--- config.mk ---
export PLATFORM = sky130hd
export DESIGN_NAME = fetch_pc_unit
export DESIGN_NICKNAME = d
export VERILOG_FILES = /design/src/rtl/fetch_pc_unit.sv
export SDC_FILE = /design/constraint.sdc
export NUM_CORES = 1
export LEC_CHECK = 0
export CORE_MARGIN = 4
export CORE_UTILIZATION = 55
export CTS_BUF_LIST = sky130_fd_sc_hd__clkbuf_8
export DETAILED_ROUTE_END_ITERATION = 6
export PLACE_DENSITY = 0.89
export SYNTH_ARGS = -nofsm -noshare
export SYNTH_HDL_FRONTEND = slang
export SYNTH_SLANG_ARGS = --single-unit
--- constraint.sdc ---
create_clock -name clk -period 4.7 [get_ports clk]
set_input_delay 0.94 -clock clk [delete_from_list [all_inputs] [get_ports clk]]
set_output_delay 0.94 -clock clk [all_outputs]
set_load 0.1 [all_outputs]
--- src/rtl/fetch_pc_unit.sv ---
// -----------------------------------------------------------------------------
// fetch_pc_unit
//   Instruction-fetch stage. Owns the PC, issues single-cycle instruction
//   memory requests and fills the IF/ID pipeline register. Redirects (jr,
//   jump, taken branch) come back from decode. A one-entry skid buffer keeps
//   an instruction that was acknowledged during a decode stall, so it is
//   never fetched a second time.
//
// Ports
//   clk, rst_n                 clock / asynchronous active-low reset
//   jr_control, jr_target      jr redirect and its register-file target
//   jump, jump_target          absolute jump redirect
//   branch_taken, branch_offset taken branch, signed offset from ifid_pc_plus1
//   stall                      IF/ID must hold this cycle
//   imem_req, imem_addr        fetch request / address (always equal to pc)
//   imem_ack, imem_rdata       same-cycle response and instruction
//   pc                         current program counter
//   ifid_valid, ifid_instr, ifid_pc_plus1   IF/ID register contents
// -----------------------------------------------------------------------------
module fetch_pc_unit #(
    parameter int                 ADDR_W   = 16,
    parameter int                 INSTR_W  = 16,
    parameter logic [ADDR_W-1:0]  RESET_PC = '0
) (
    input  logic                clk,
    input  logic                rst_n,
    input  logic                jr_control,
    input  logic [ADDR_W-1:0]   jr_target,
    input  logic                jump,
    input  logic [ADDR_W-1:0]   jump_target,
    input  logic                branch_taken,
    input  logic [ADDR_W-1:0]   branch_offset,
    input  logic                stall,
    output logic                imem_req,
    output logic [ADDR_W-1:0]   imem_addr,
    input  logic                imem_ack,
    input  logic [INSTR_W-1:0]  imem_rdata,
    output logic [ADDR_W-1:0]   pc,
    output logic                ifid_valid,
    output logic [INSTR_W-1:0]  ifid_instr,
    output logic [ADDR_W-1:0]   ifid_pc_plus1
);

    localparam logic [1:0] ST_BOOT  = 2'd0;
    localparam logic [1:0] ST_FETCH = 2'd1;
    localparam logic [1:0] ST_HOLD  = 2'd2;

    localparam logic [ADDR_W-1:0] ONE = {{(ADDR_W-1){1'b0}}, 1'b1};

    logic [1:0]          state;
    logic [INSTR_W-1:0]  skid_instr;
    logic [ADDR_W-1:0]   skid_pc1;
    logic [ADDR_W-1:0]   pc_inc;
    logic                redirect;
    logic [ADDR_W-1:0]   target;

    assign imem_req  = (state == ST_FETCH);
    assign imem_addr = pc;
    // Wraps to zero at all-ones.
    assign pc_inc    = pc + ONE;

    // Redirect controls only mean something when decode actually holds a live
    // instruction and is allowed to advance.
    assign redirect = ifid_valid & ~stall & (jr_control | jump | branch_taken);

    // Two's-complement add gives the signed branch offset for free; the
    // result is modulo 2^ADDR_W.
    always_comb begin
        target = ifid_pc_plus1 + branch_offset;
        if (jr_control)
            target = jr_target;
        else if (jump)
            target = jump_target;
    end

    always_ff @(posedge clk or negedge rst_n) begin
        if (!rst_n) begin
            state         <= ST_BOOT;
            pc            <= RESET_PC;
            ifid_valid    <= 1'b0;
            ifid_instr    <= '0;
            ifid_pc_plus1 <= '0;
            skid_instr    <= '0;
            skid_pc1      <= '0;
        end else begin
            case (state)
                ST_BOOT: begin
                    state <= ST_FETCH;
                end

                ST_FETCH: begin
                    if (redirect) begin
                        // Any ack this cycle is a wrong-path fetch: drop it.
                        pc         <= target;
                        ifid_valid <= 1'b0;
                    end else if (stall && imem_ack) begin
                        // IF/ID is busy; park the acked instruction so it is
                        // not requested again after the stall.
                        skid_instr <= imem_rdata;
                        skid_pc1   <= pc_inc;
                        state      <= ST_HOLD;
                    end else if (!stall && imem_ack) begin
                        ifid_valid    <= 1'b1;
                        ifid_instr    <= imem_rdata;
                        ifid_pc_plus1 <= pc_inc;
                        pc            <= pc_inc;
                    end else if (!stall) begin
                        ifid_valid <= 1'b0;
                    end
                end

                ST_HOLD: begin
                    if (!stall) begin
                        state <= ST_FETCH;
                        if (redirect) begin
                            pc         <= target;
                            ifid_valid <= 1'b0;
                        end else begin
                            ifid_valid    <= 1'b1;
                            ifid_instr    <= skid_instr;
                            ifid_pc_plus1 <= skid_pc1;
                            pc            <= skid_pc1;
                        end
                    end
                end

                default: begin
                    state <= ST_BOOT;
                end
            endcase
        end
    end

endmodule

# After elaboration in Yosys (flattened, before gate mapping)
# Index checks and enable logic that the tools add are counted.
# totals
wordCells	65
output_inout_bits	66
reg_bits	83
inputBits	71
# op_classes
n_eq_ne	11
muxes	29
n_addsub	2
reduce_logical	10
n_bitwise	6
# ops
cell	n
two-way mux 16 bit	15
case mux 16 bit (2 select lines)	3
adder 16 x 1 -> 16 bit, second input constant	1
adder 16 bit	1
!= test 2 bit, second input constant	4
AND reduction 4 bit	2
two-way mux 1 bit	6
two-way mux 2 bit	3
case mux 2 bit (3 select lines)	1
AND reduction 3 bit	2
AND reduction 6 bit	1
!= test 2 x 1 -> 1 bit, second input constant	2
!= test 4 x 2 -> 1 bit, second input constant	1
!= test 3 x 1 -> 1 bit, second input constant	1
!= test 3 bit, second input constant	1
AND 1 bit	2
== test 2 x 1 -> 1 bit, second input constant	1
== test 2 bit, second input constant	1
logical AND 1 bit	2
zero test 2 bit	1
inverter 1 bit	2
OR 1 bit	2
case mux 1 bit (2 select lines)	1
nonzero test 2 bit	1
zero test 1 bit	1

# Depth between registers and ports, before layout
# Gate-level depths: netlist (run 1).
# logic_depth
word_depth	6
depth_mapped	9
mapped_depth_nobuf	8

# Worst setup path after synthesis (run 1)
# Ideal clock, no wire load.
# synth_path
path_kind	input port to flip-flop
start	input branch_offset[0]
end	register pc[10], in the netlist imem_addr[10]
stages	8
arrival_time_ns	2.858
setup_ns	0.126
path_slack_ns	1.716
t_required_ns	4.574
path_buffers	0
cell_sequence	ha_1 -> fa_1 -> a211oi_1 -> o21ai_0 -> a41oi_1 -> xor2_1 -> a21oi_1 -> a221o_1
# synth_via
elab_chain_cells	6
word_cells_on_any_way	7
cone_classes	add/sub (1); mux (6)
# synth_rtl
item	line	text
start: declaration	32	input logic [ADDR_W-1:0] branch_offset,
adder 16 bit *	69	target = ifid_pc_plus1 + branch_offset;
two-way mux 16 bit *	72	else if (jump)
two-way mux 16 bit *	70	if (jr_control)
two-way mux 16 bit	115	if (redirect) begin
two-way mux 16 bit	113	if (!stall) begin
case mux 16 bit (2 select lines) *	86	case (state)
end signal: assignment	94	pc <= target;
end signal: assignment	116	pc <= target;
end signal: assignment	122	pc <= skid_pc1;
end: declaration	38	output logic [ADDR_W-1:0] pc,
# Mark *: on every way between the ends. The rest lies on a longest branch, timed or not. The select of a mux whose other input is x is not followed.
# A chain may end at the register's enable or synchronous reset.

# Final worst setup path (run 1)
# layout_path
start	input stall
end	register ifid_instr[12]
# layout_via
elab_chain_cells	5
word_cells_on_any_way	12
cone_classes	eq/ne (5); bitwise (3); reduce/logical (4)
# layout_rtl
item	line	text
start: declaration	33	input logic stall,
inverter 1 bit	64	assign redirect = ifid_valid & ~stall & (jr_control | jump | branch_taken);
AND 1 bit (2 in series)	64	
!= test 2 bit (no source line)	n/a	
AND reduction 6 bit (no source line) *	n/a	
end signal: assignment	104	ifid_instr <= imem_rdata;
end signal: assignment	120	ifid_instr <= skid_instr;
end: declaration	40	output logic [INSTR_W-1:0] ifid_instr,
# Mark *: on every way between the ends. The rest lies on a longest branch, timed or not.

==> results of run 1 <==
## area by class of cell
class / count / area share, %
inverters: 7 / 0.397
well taps: 108 / 2.04
multi-input cells: 450 / 41.9
clock inverters: 7 / 0.795
repair buffers: 145 / 21.6
flip-flops and latches: 83 / 31.4
clock buffers: 9 / 1.87
## cells in the final DEF (no fill, tap or decap), types with 3 or more instances in the layout
cell type        instances
nand2b_1                 6
nor4_1                   4
inv_1                    8
xnor2_1                 13
ha_1                    16
or2_2                    3
xor2_1                   7
or3_1                    4
mux2_2                  22
o221ai_1                 3
o22ai_1                  7
a221oi_1                 3
clkbuf_8                 9
nor3_1                  11
mux2i_1                  5
a22oi_1                  4
clkdlybuf4s50_1        135
a31oi_1                 26
dfrtp_1                 83
o211ai_1                 6
buf_4                   10
a21o_1                  10
o21ai_0                 59
nand2_1                100
nand4_1                  4
nor2_1                  47
a21oi_1                 26
a211oi_1                12
clkinvlp_4               3
nand3_1                  7
## per-stage QoR
| step | instances | hold WS [ns] | instance area (um2) | setup WS, ns | util, % |
|---|---|---|---|---|---|
| 2_1_floorplan | 586 | 0.445 | 5130 | 1.72 | - |
| 3_3_place_gp | 793 | 0.464 | 6430 | 1.01 | 72.4 |
| 3_5_place_dp | 793 | 0.471 | 6430 | 0.892 | 72.4 |
| 4_1_cts | 809 | 0.490 | 6610 | 1.27 | 74.4 |
| 5_1_grt | 809 | 0.511 | 6610 | 1.03 | 74.4 |
| 6_report | 809 | 0.488 | 6610 | 1.23 | 74.4 |
## registers in the layout, indices dropped and copies added, names as in the netlist
signal / count
ifid_instr: 16
ifid_pc_plus1: 16
ifid_valid: 1
imem_addr: 16
skid_instr: 16
skid_pc1: 16
state: 2
## cell families after synthesis
family          Yosys count
xor+xnor                 20
flops                    83
simple gates            207
mux                      28
buf+inv                  53
fa+ha+maj                17
compound gates          178
## worst reg2reg max path, cell delays in order, from the launching register on
cell      delay [ns]
dfrtp_1         0.41
ha_1            0.24
fa_1            0.43
a211oi_1        0.40
o21ai_0         0.26
a41oi_1         0.42
xor2_1          0.20
a21oi_1         0.08
a221o_1         0.28
## worst paths after layout
| kind | depth (start not counted) | slack [ns] | end | start |
|---|---|---|---|---|
| max | 8 | 1.23 | ifid_instr[12] | stall |
| min | 2 | 0.49 | skid_pc1[6] | skid_pc1[6] |
| min reg2reg | 2 | 0.49 | skid_pc1[6] | skid_pc1[6] |
| max reg2reg | 8 | 1.86 | imem_addr[10] | ifid_pc_plus1[0] |
| max in group asynchronous | 1 | 3.27 | skid_instr[7] | rst_n |
| min in group asynchronous | 1 | 0.76 | ifid_instr[0] | rst_n |
## routing by layer
layer | part of all wire [%] | up-vias
met5 | 0 | -
met4 | 4.1 | 0
met1 | 39 | 2420
met3 | 4.9 | 46
met2 | 52 | 201
li1 | - | 2324
==> results.md, run 1 <==
- Outcome: finished clean
- Clock Skew: 0.0125 ns
- Period minus WS final: between 3 and 4 ns
- Port Buffers: between 100 and 150
- Clock Latency Late Sink: 0.36 ns
- RSZ-0062 raised after global routing: false
- Number of DRC markers in iteration 0: ~240
- Core area: 8890 um2
- First-pass DRT Iterations: 5
- # rows: 34
- Maximum buffer depth of the clock tree: 2
- Crit Path Class: input port to register
- Buf/Inv on CP: 2
- Fin. Hold Viols: 0
- Final setup vio count: 0
- CTS Buf Count: 9
- Vias in the first global route: just over 5,000
- First-pass GRT wire length: about 25,000 um
- Worst setup SP type: input port
- Ys flop type: dfrtp_1
- Largest net degree at the start of global routing: 84
- Synth top area share: about two fifths
- Largest cells by area after synthesis: dfrtp_1, nand2_1, o21ai_0, mux2_2, ha_1
- I/O Pins: about 140
- Met3 Use GR: under 10%
- Critical path, cell by cell: clkdlybuf4s50_1 -> or3b_4 -> a211oi_4 -> nor2_2 -> nor2_4 -> buf_4 -> nor2_1 -> a31oi_1
- Initial Util: slightly below 60%
- Root buf cell: clkbuf_8
- Post-CTS setup buffers: 0
- Area delta synth->final: 28.8%
- Hold crit path type: register to register
- Inserted Diodes: 0
- Grt met1 use: between 30% and 40%
- Synth Area in Simple Gates: 18.1%
- Die H: between 100 and 150 um
- CTS clk-pin slew, worst paths: 0.09 ns
- Sequential cell area: 2080 um2
- Syn nets: slightly below 700
- Arrival time at the worst endpoint: approximately 3.7 ns
- Max-slew headroom: a little over 30%
- Multi-input gate area: 2770 um2
- Period utilization: around three quarters
- Synth Cell Area: 5130 um2
- Overflow after GRT: 0
- # resized after CTS: 0
- Cell family with most CP delay: simple AND/OR/NAND/NOR gates
- Count leader, synth: nand2_1
- Die width: ~100 um
- Max Clk Rate: 288 MHz
- Max Cap Viol: 0
- Worst EP required: just under 5 ns
- Detailed-route DRC error count: 0
- Post-synthesis async set-or-reset flop share: 100%
- Adder-cell share of the synthesized area: around 4.3%
- Post-Synth XOR/XNOR Area: roughly 3.4%
- GP Congestion: 0.933
- CP max FO: 21
- Synth Area in Compound Gates: 22.0%
- Clk sink count: 83
- Final Net Count: 784
- CTS tree: done
- Worst-Margin Slew: 1.04 ns
- Syn Area/Cell: 8.76 um2
- Mux contribution to synthesized area: ~6.0%
- Fraction of layout instances using a drive strength above 1: under 10%
- CP peak stage delay: ~0.56 ns
- Synthesized instance count: slightly below 600
- Synth top cells by count: nand2_1, dfrtp_1, o21ai_0
- Antenna Nets Post-Route: 0
- WL/cell: between 15 and 20 um
- Via count of the routed design: 4,991
- YS warnings: 0
- Largest family of logic cells by synthesized area: compound AO/OA/AOI/OAI gates
- Flip-flop and latch count after synthesis: 83
- Number of synthesized flops with an enable pin: 0
- Crit path capture type: register
- Via/cell ratio: ~6.2
- Met2 Usage GRT: slightly above 50%
- Die Area: approximately 11,000 um2
- Busiest layer in global routing: met2
- Final TNS setup: 0 ns
- Slew Limit Fails: 0
- Antenna violations before repair: 0
- Register area share after synthesis: slightly above 40%
- Fillers: 680
- WL final: between 15,000 and 20,000 um
- DPL Wire Length: approximately 12,000 um
- H-tree depth: 3
- GRT Total Usage: 28.4%
- Hold_buf cts: 0
- Slowest-stage cell, CP: clkdlybuf4s50_1
- Yosys top cell by area: dfrtp_1
- Cell variety after synth: 64
Power of run 1 is not shown: default switching activity piles up to over one toggle a cycle in this logic, so the estimate is an artifact.
==> run 2, diff against run 1 <==
Settings changed: CORE_UTILIZATION 55 to 51, PLACE_DENSITY 0.89 to 0.84.
Clock period 4.7 ns to 3.55 ns, I/O delays scaled along.
==> results.md, run 2 (synthesis results as in run 1) <==
- Slew Limit Fails: 0
- Max Clk Rate: roughly 320 MHz
- Die H: between 100 and 150 um
- Hold_buf cts: 0
- Clk sink count: a little over 80
- Cell mode on critical path: o21ai_0
- Overflow after GRT: 0
- Buf/Inv on CP: 1
- CP max FO: 3
- Worst setup SP type: input port
- Sequential cell area: between 2000 and 2500 um2
- GRT Total Usage: around a quarter
- Fin. Hold Viols: 0
- Critical path, cell by cell: clkdlybuf4s50_1 -> ha_1 -> fa_1 -> a211oi_1 -> o21ai_0 -> a41oi_1 -> nor2b_1 -> mux2i_1 -> o21ai_0
- GP Congestion: 0.926
- Antenna Nets Post-Route: 0
- Antenna violations before repair: 0
- Max-slew headroom: ~31%
- First-pass GRT wire length: between 20,000 and 25,000 um
- Arrival time at the worst endpoint: ~3.4 ns
- Port Buffers: between 100 and 150
- CTS clk-pin slew, worst paths: 0.09 ns
- Cell family with most CP delay: compound AO/OA/AOI/OAI gates
- Post-CTS setup buffers: 0
- Vias in the first global route: roughly 4,800
- CTS Buf Count: 9
- Worst-Margin Slew: between 1 and 1.5 ns
- Fraction of layout instances using a drive strength above 1: 14.1%
- DPL Wire Length: roughly 12,000 um
- Area delta synth->final: 29.4%
- Initial Util: between 50% and 60%
- # resized after CTS: 0
- Max Cap Viol: 0
- Detailed-route DRC error count: 0
- Clock Latency Late Sink: between 0.3 and 0.4 ns
- Inserted Diodes: 0
- Crit Path Class: input port to register
- H-tree depth: 3
- Slowest-stage cell, CP: a41oi_1
- Root buf cell: clkbuf_8
- Final setup vio count: 0
- Setup WS post-layout: between 0.3 and 0.4 ns
- Most frequent cells in the layout: clkdlybuf4s50_1, nand2_1, dfrtp_1
- Dpl cells: between 800 and 900
- Worst Hold Margin: approximately 0.5 ns
- Clock Skew: around 0.012 ns
- Largest net degree at the start of global routing: 84
- Core area: a little under 10,000 um2
- CP peak stage delay: 0.48 ns
- Multi-input gate area: about 2800 um2
- First-pass DRT Iterations: 7
- DP Worst Slack: between 0.07 and 0.08 ns
- Fillers: 761
- CTS tree: done
- Crit path capture type: register
- Hold crit path type: register to register
- WL/cell: between 15 and 20 um
- Number of DRC markers in iteration 0: ~310
- WL final: around 15,000 um
- Outcome: finished clean
- Most common cell after layout, fill and taps aside: clkdlybuf4s50_1
- # rows: 36
- Worst EP required: 3.77 ns
- Final TNS setup: 0 ns
- Via/cell ratio: between 5 and 6
- Period minus WS final: between 3 and 4 ns
- Maximum buffer depth of the clock tree: 2
- Period utilization: 88.9%
- Final Net Count: 791
- I/O Pins: between 100 and 150
- Non-Filler Instances: roughly 840
- Die Area: between 10,000 and 15,000 um2
- Die width: between 100 and 150 um
- RSZ-0062 raised after global routing: false
- Via count of the routed design: just under 5,000
run 2: final timing paths:
check                                 start        endpoint  slack, ns  depth (start not counted)
max                        branch_offset[0]   imem_addr[12]       0.40                          9
min                            skid_pc1[10]    skid_pc1[10]       0.49                          2
max reg2reg                ifid_pc_plus1[0]   imem_addr[12]       0.78                          8
min reg2reg                    skid_pc1[10]    skid_pc1[10]       0.49                          2
max in group asynchronous             rst_n    imem_addr[6]       2.35                          1
min in group asynchronous             rst_n  ifid_instr[13]       0.54                          1
run 2: routing by layer:
metal	vias up	GRT usage, %	wire, um
met2	207	45.4	7750
met5	-	0	0
li1	2340	-	-
met1	2367	34.5	6190
met4	0	11.3	427
met3	35	3.46	892
run 2: worst reg2reg max path: stages, from the launching register on:
cell	delay (ns)
dfrtp_1	0.41
ha_1	0.23
fa_1	0.43
a211oi_1	0.36
o21ai_0	0.23
a41oi_1	0.48
nor2b_1	0.22
mux2i_1	0.19
o21ai_0	0.10
run 2: stage by stage:
step                      area, um2  util, %
final                          6640     67.9
after global routing           6640     67.9
after CTS                      6640     67.9
after detailed placement       6430     65.8
after global placement         6430     65.8
after floorplan                5130        -
run 2: final cells by class:
cell class | count | area share, %
well taps | 133 | 2.51
clock inverters | 6 | 1.06
multi-input cells | 450 | 41.6
inverters | 7 | 0.396
flip-flops and latches | 83 | 31.3
clock buffers | 10 | 2.07
repair buffers | 152 | 21.1
Power of run 2 is left out for the same reason.
==> edit 1: new RTL, config.mk and constraints of run 2 <==
Reset style: synchronous (`rst_n`), changed in one clocked block. Comments in the files are not updated.
--- a/src/rtl/fetch_pc_unit.sv
+++ b/src/rtl/fetch_pc_unit.sv
@@ -73,7 +73,7 @@
             target = jump_target;
     end
 
-    always_ff @(posedge clk or negedge rst_n) begin
+    always_ff @(posedge clk) begin
         if (!rst_n) begin
             state         <= ST_BOOT;
             pc            <= RESET_PC;
Behaviour: differs if rst_n is asserted again (counterexample within 4 cycles, from zero or initial values and one cycle with rst_n low); with rst_n held inactive, the same outputs for 4 cycles.
==> edit 1 against run 2 <==
- final area shrank 4.1%
- synthesized area shrank 3.2%
- sequential cell count is the same
- wire length grew 2.7%
- setup slack gained 0.14 ns
- largest cell class unchanged
Power is left out: it rests on default switching activity, and per cell area and clock period it moved more than threefold.
==> edit 1: results (changes against run 2) <==
distinct cell type count after synthesis 67 (was 64); Placer Congestion 0.950 (was 0.926); Core Util, Final 0.680 (was 0.679); ys async rst share 0 (was 1.00); 1st-iter DRT viols 328 (was 314); detailed placement HPWL 11.7 mm (was 11.6 mm); met2 routed WL 7.85 mm (was 7.75 mm); sequential-to-total area share from yosys stat 0.335 (was 0.405); global-route wire length before repair 25.1 mm (was 24.4 mm); All-Layer GR Usage 0.274 (was 0.267); status completed (unchanged); number of buffers created by CTS 9 (unchanged); synth top area cells dfxtp_1, nand2_1, a21oi_1, nor2_1, a211oi_1 (was dfrtp_1, nand2_1, o21ai_0, mux2_2, ha_1); multiplexer share of the synthesized area 0.0164 (was 0.0602); CP arrival 3.27 ns (was 3.38 ns); drt first pass iters 5 (was 7); Worst Hold Path EP skid_instr[7] (was skid_pc1[10]); ys flop type dfxtp_1 (was dfrtp_1); RR Endpoint imem_addr[14] (was imem_addr[12]); Metal-1 WL 6.45 mm (was 6.19 mm); largest net degree at the start of global routing 55 (was 84); DR WL met3 774 um (was 892 um); WL final 15.7 mm (was 15.3 mm); top cells by count, synth nand2_1, dfxtp_1, nor2_1, a21oi_1, a211oi_1 (was nand2_1, dfrtp_1, o21ai_0, nor2_1); Synthesized Nets 730 (was 674); DP Area 6160 sq um (was 6430 sq um); syn avg cell area 7.74 sq um (was 8.76 sq um); Max-slew headroom 0.325 (was 0.312); share of cells above drive strength 1 0.105 (was 0.141); Hold Path Origin skid_instr[7] (was skid_pc1[10]); RR Startpoint ifid_pc_plus1[0] (unchanged); Critical Path Max Stage Delay 0.42 ns (was 0.48 ns); fillers 810 (was 761); slowest stage cell, crit path fa_1 (was a41oi_1); vias in the first global route 5066 (was 4777); Reg2Reg Setup Slack 0.96 ns (was 0.78 ns); DR vias 5192 (was 4949); Synth Area in Compound Gates 0.280 (was 0.220); Post-Synth Adder-Cell Area 0.0443 (was 0.0429)
## edit 1: area by class of cell
type | instances | area share
Clock buffer | 9 | 0.0194
Tap cell | 129 | 0.0253
Clock inverter | 7 | 0.0128
Inverter | 10 | 0.00589
Multi-Input combinational cell | 487 | 0.460
Sequential cell | 83 | 0.261
Timing Repair Buffer | 149 | 0.216
## edit 1: worst max-delay path by stage
stage	depth (start not counted)	end	slack (ns)	from
after floorplan	8	imem_addr[14]	0.72	ifid_pc_plus1[0]
final	9	imem_addr[14]	0.54	branch_offset[0]
after global routing	9	imem_addr[14]	0.41	branch_offset[0]
after detailed placement	9	imem_addr[14]	0.17	branch_offset[0]
after global placement	9	imem_addr[14]	0.23	branch_offset[0]
after CTS	9	imem_addr[14]	0.53	branch_offset[0]
## edit 1: per-stage QoR
| stage | hold slack, ns | setup slack (ns) | instances |
|---|---|---|---|
| after floorplan | 0.436 | 0.723 | 642 |
| after global placement | 0.442 | 0.227 | 858 |
| after detailed placement | 0.448 | 0.175 | 858 |
| after CTS | 0.461 | 0.533 | 874 |
| after global routing | 0.481 | 0.406 | 874 |
| final | 0.464 | 0.540 | 874 |
## edit 1: cell families after synthesis
kind of cell             count (synthesis)
AO/OA/AOI/OAI                          203
XOR/XNOR                                21
adder cells (fa/ha/maj)                 17
buffers and inverters                   72
flip-flops                              83
multiplexers                             8
AND/OR/NAND/NOR                        238
## edit 1: layer usage
metal,track usage,vias to the layer above
li1,-,2502
met1,0.335,2470
met2,0.472,182
met3,0.0367,38
met4,0.137,0
met5,0,-
## edit 1: tightest hold or removal path, stage by stage (launching register included)
cell	delay, ns
dfxtp_1	0.32
nand2_1	0.05
a21oi_1	0.05
==> edit 2: new RTL, flow settings as in run 2 <==
Without the edit above. Change the parameter `INSTR_W` from 16 to 32.
--- a/src/rtl/fetch_pc_unit.sv
+++ b/src/rtl/fetch_pc_unit.sv
@@ -19,7 +19,7 @@
 // -----------------------------------------------------------------------------
 module fetch_pc_unit #(
     parameter int                 ADDR_W   = 16,
-    parameter int                 INSTR_W  = 16,
+    parameter int                 INSTR_W  = 32,
     parameter logic [ADDR_W-1:0]  RESET_PC = '0
 ) (
     input  logic                clk,
Ports: changed (resized ifid_instr and imem_rdata); port bits go from 137 to 169. The function was not compared with the original's and may differ.
==> edit 2 against run 2 <==
- synthesized area increased by 25%
- wire length increased by 25%
- non-clock buffer count is 33 higher
- final area rose by 27%
- setup slack gained 0.39 ns
- synthesized cell count up 21%
- first-iteration DRC count grew 72%
- via count up 22%
- sequential cell count increased by 32
- critical path type is now flop to output pin
- critical endpoint is now ifid_pc_plus1[11]
Power is not shown: default switching activity piles up to over one toggle a cycle in this logic, so the estimate is an artifact.
==> edit 2: results (changes against run 2) <==
status completed (unchanged); Synthesized Nets 815 (was 674); top cell family by delay on the critical path buffers and inverters (was compound AO/OA/AOI/OAI gates); sequential-to-total area share from yosys stat 0.450 (was 0.405); fillers 992 (was 761); largest net degree at the start of global routing 64 (was 84); drt first pass iters 6 (was 7); slowest stage cell, crit path clkdlybuf4s50_1 (was a41oi_1); number of buffers created by CTS 17 (was 9); vias in the first global route 6135 (was 4777); top cells by count, synth nand2_1, dfrtp_1, nor2_1, o21ai_0, a31oi_1 (was nand2_1, dfrtp_1, o21ai_0, nor2_1); clk buf depth 2 (unchanged); clk root buf clkbuf_8 (unchanged); final setup skew 0.0121 ns (was 0.0117 ns); IO Port Bufs 168 (was 136); HP Class input port to asynchronous set/reset pin (was flop to flop); Max Slew Vio Count 0 (unchanged); yosys warns 0 (unchanged); clk_lat worst skew 0.45 ns (was 0.35 ns); ys flop type dfrtp_1 (unchanged); DR WL/cell 18.4 um (was 18.1 um); Max-slew headroom 0.324 (was 0.312); Critical Path Max Stage Delay 1.17 ns (was 0.48 ns); DR vias 6014 (was 4949); Clock H-tree levels 4 (was 3); Clk pin slew, worst setup/hold paths 0.07 ns (was 0.09 ns); synth top area cells dfrtp_1, nand2_1, mux2_2, a31oi_1, o21ai_0 (was dfrtp_1, nand2_1, o21ai_0, mux2_2, ha_1); nets@finish 955 (was 791); # resized after CTS 0 (unchanged); distinct cell type count after synthesis 55 (was 64); antenna cells 0 (unchanged); share of cells above drive strength 1 0.142 (was 0.141); Cells after DPL 1000 (was 825); detailed placement HPWL 13.5 mm (was 11.6 mm); post-synthesis cell count 711 (was 586); crit path max fanout 3 (unchanged); WL final 19.0 mm (was 15.3 mm); All-Layer GR Usage 0.266 (was 0.267); Post-CTS Setup Repair Bufs 0 (unchanged); biggest regs ifid_instr: 32 flops, skid_instr: 32 flops; global-route wire length before repair 30.5 mm (was 24.4 mm); Placer Congestion 0.887 (was 0.926); 1st-iter DRT viols 540 (was 314); initial antenna violation count 0 (unchanged); ys async rst share 1.00 (unchanged); CP arrival 2.06 ns (was 3.38 ns)
==> edit 2: kinds of logic after synthesis <==
logic type / count (synthesis) / share of synthesized area
AO/OA/AOI/OAI: 186 / 0.182
XOR/XNOR: 23 / 0.0315
adder cells (fa/ha/maj): 17 / 0.0344
buffers and inverters: 75 / 0.0606
flip-flops: 115 / 0.450
multiplexers: 41 / 0.0710
AND/OR/NAND/NOR: 254 / 0.171
==> edit 2: final cells by class <==
type                    count  area share
repair buffers            185       0.206
clock buffers              20      0.0327
well taps                 168      0.0250
multi-input cells         521       0.375
flip-flops and latches    115       0.342
inverters                  11     0.00491
clock inverters            12      0.0138
==> edit 2: stage by stage <==
| step | cell area, sq um | hold slack (ns) | worst slack (ns) |
|---|---|---|---|
| after global placement | 8010 | 0.460 | 0.405 |
| after detailed placement | 8010 | 0.475 | 0.324 |
| after floorplan | 6400 | 0.414 | 0.711 |
| final | 8410 | 0.325 | 0.783 |
| after global routing | 8410 | 0.377 | 0.558 |
| after CTS | 8410 | 0.347 | 0.766 |
==> edit 2: worst paths after layout <==
check                             startpoint           endpoint  slack (ns)  cells past startpoint
hold reg to reg                  skid_pc1[6]        skid_pc1[6]        0.49                      2
setup / recovery           ifid_pc_plus1[11]  ifid_pc_plus1[11]        0.78                      1
hold / removal                         rst_n      ifid_instr[9]        0.33                      1
min in group clk                 skid_pc1[6]        skid_pc1[6]        0.49                      2
setup reg to reg            ifid_pc_plus1[4]      imem_addr[15]        1.04                      7
max in group asynchronous              rst_n  ifid_pc_plus1[14]        2.45                      2
==> edit 2: layer usage <==
metal  vias up  share of wire  global-route usage
met5         -              0                   0
met4         0          0.038               0.120
met3        58          0.061              0.0504
met2       251           0.49               0.444
met1      2926           0.41               0.337
li1       2779              -                   -
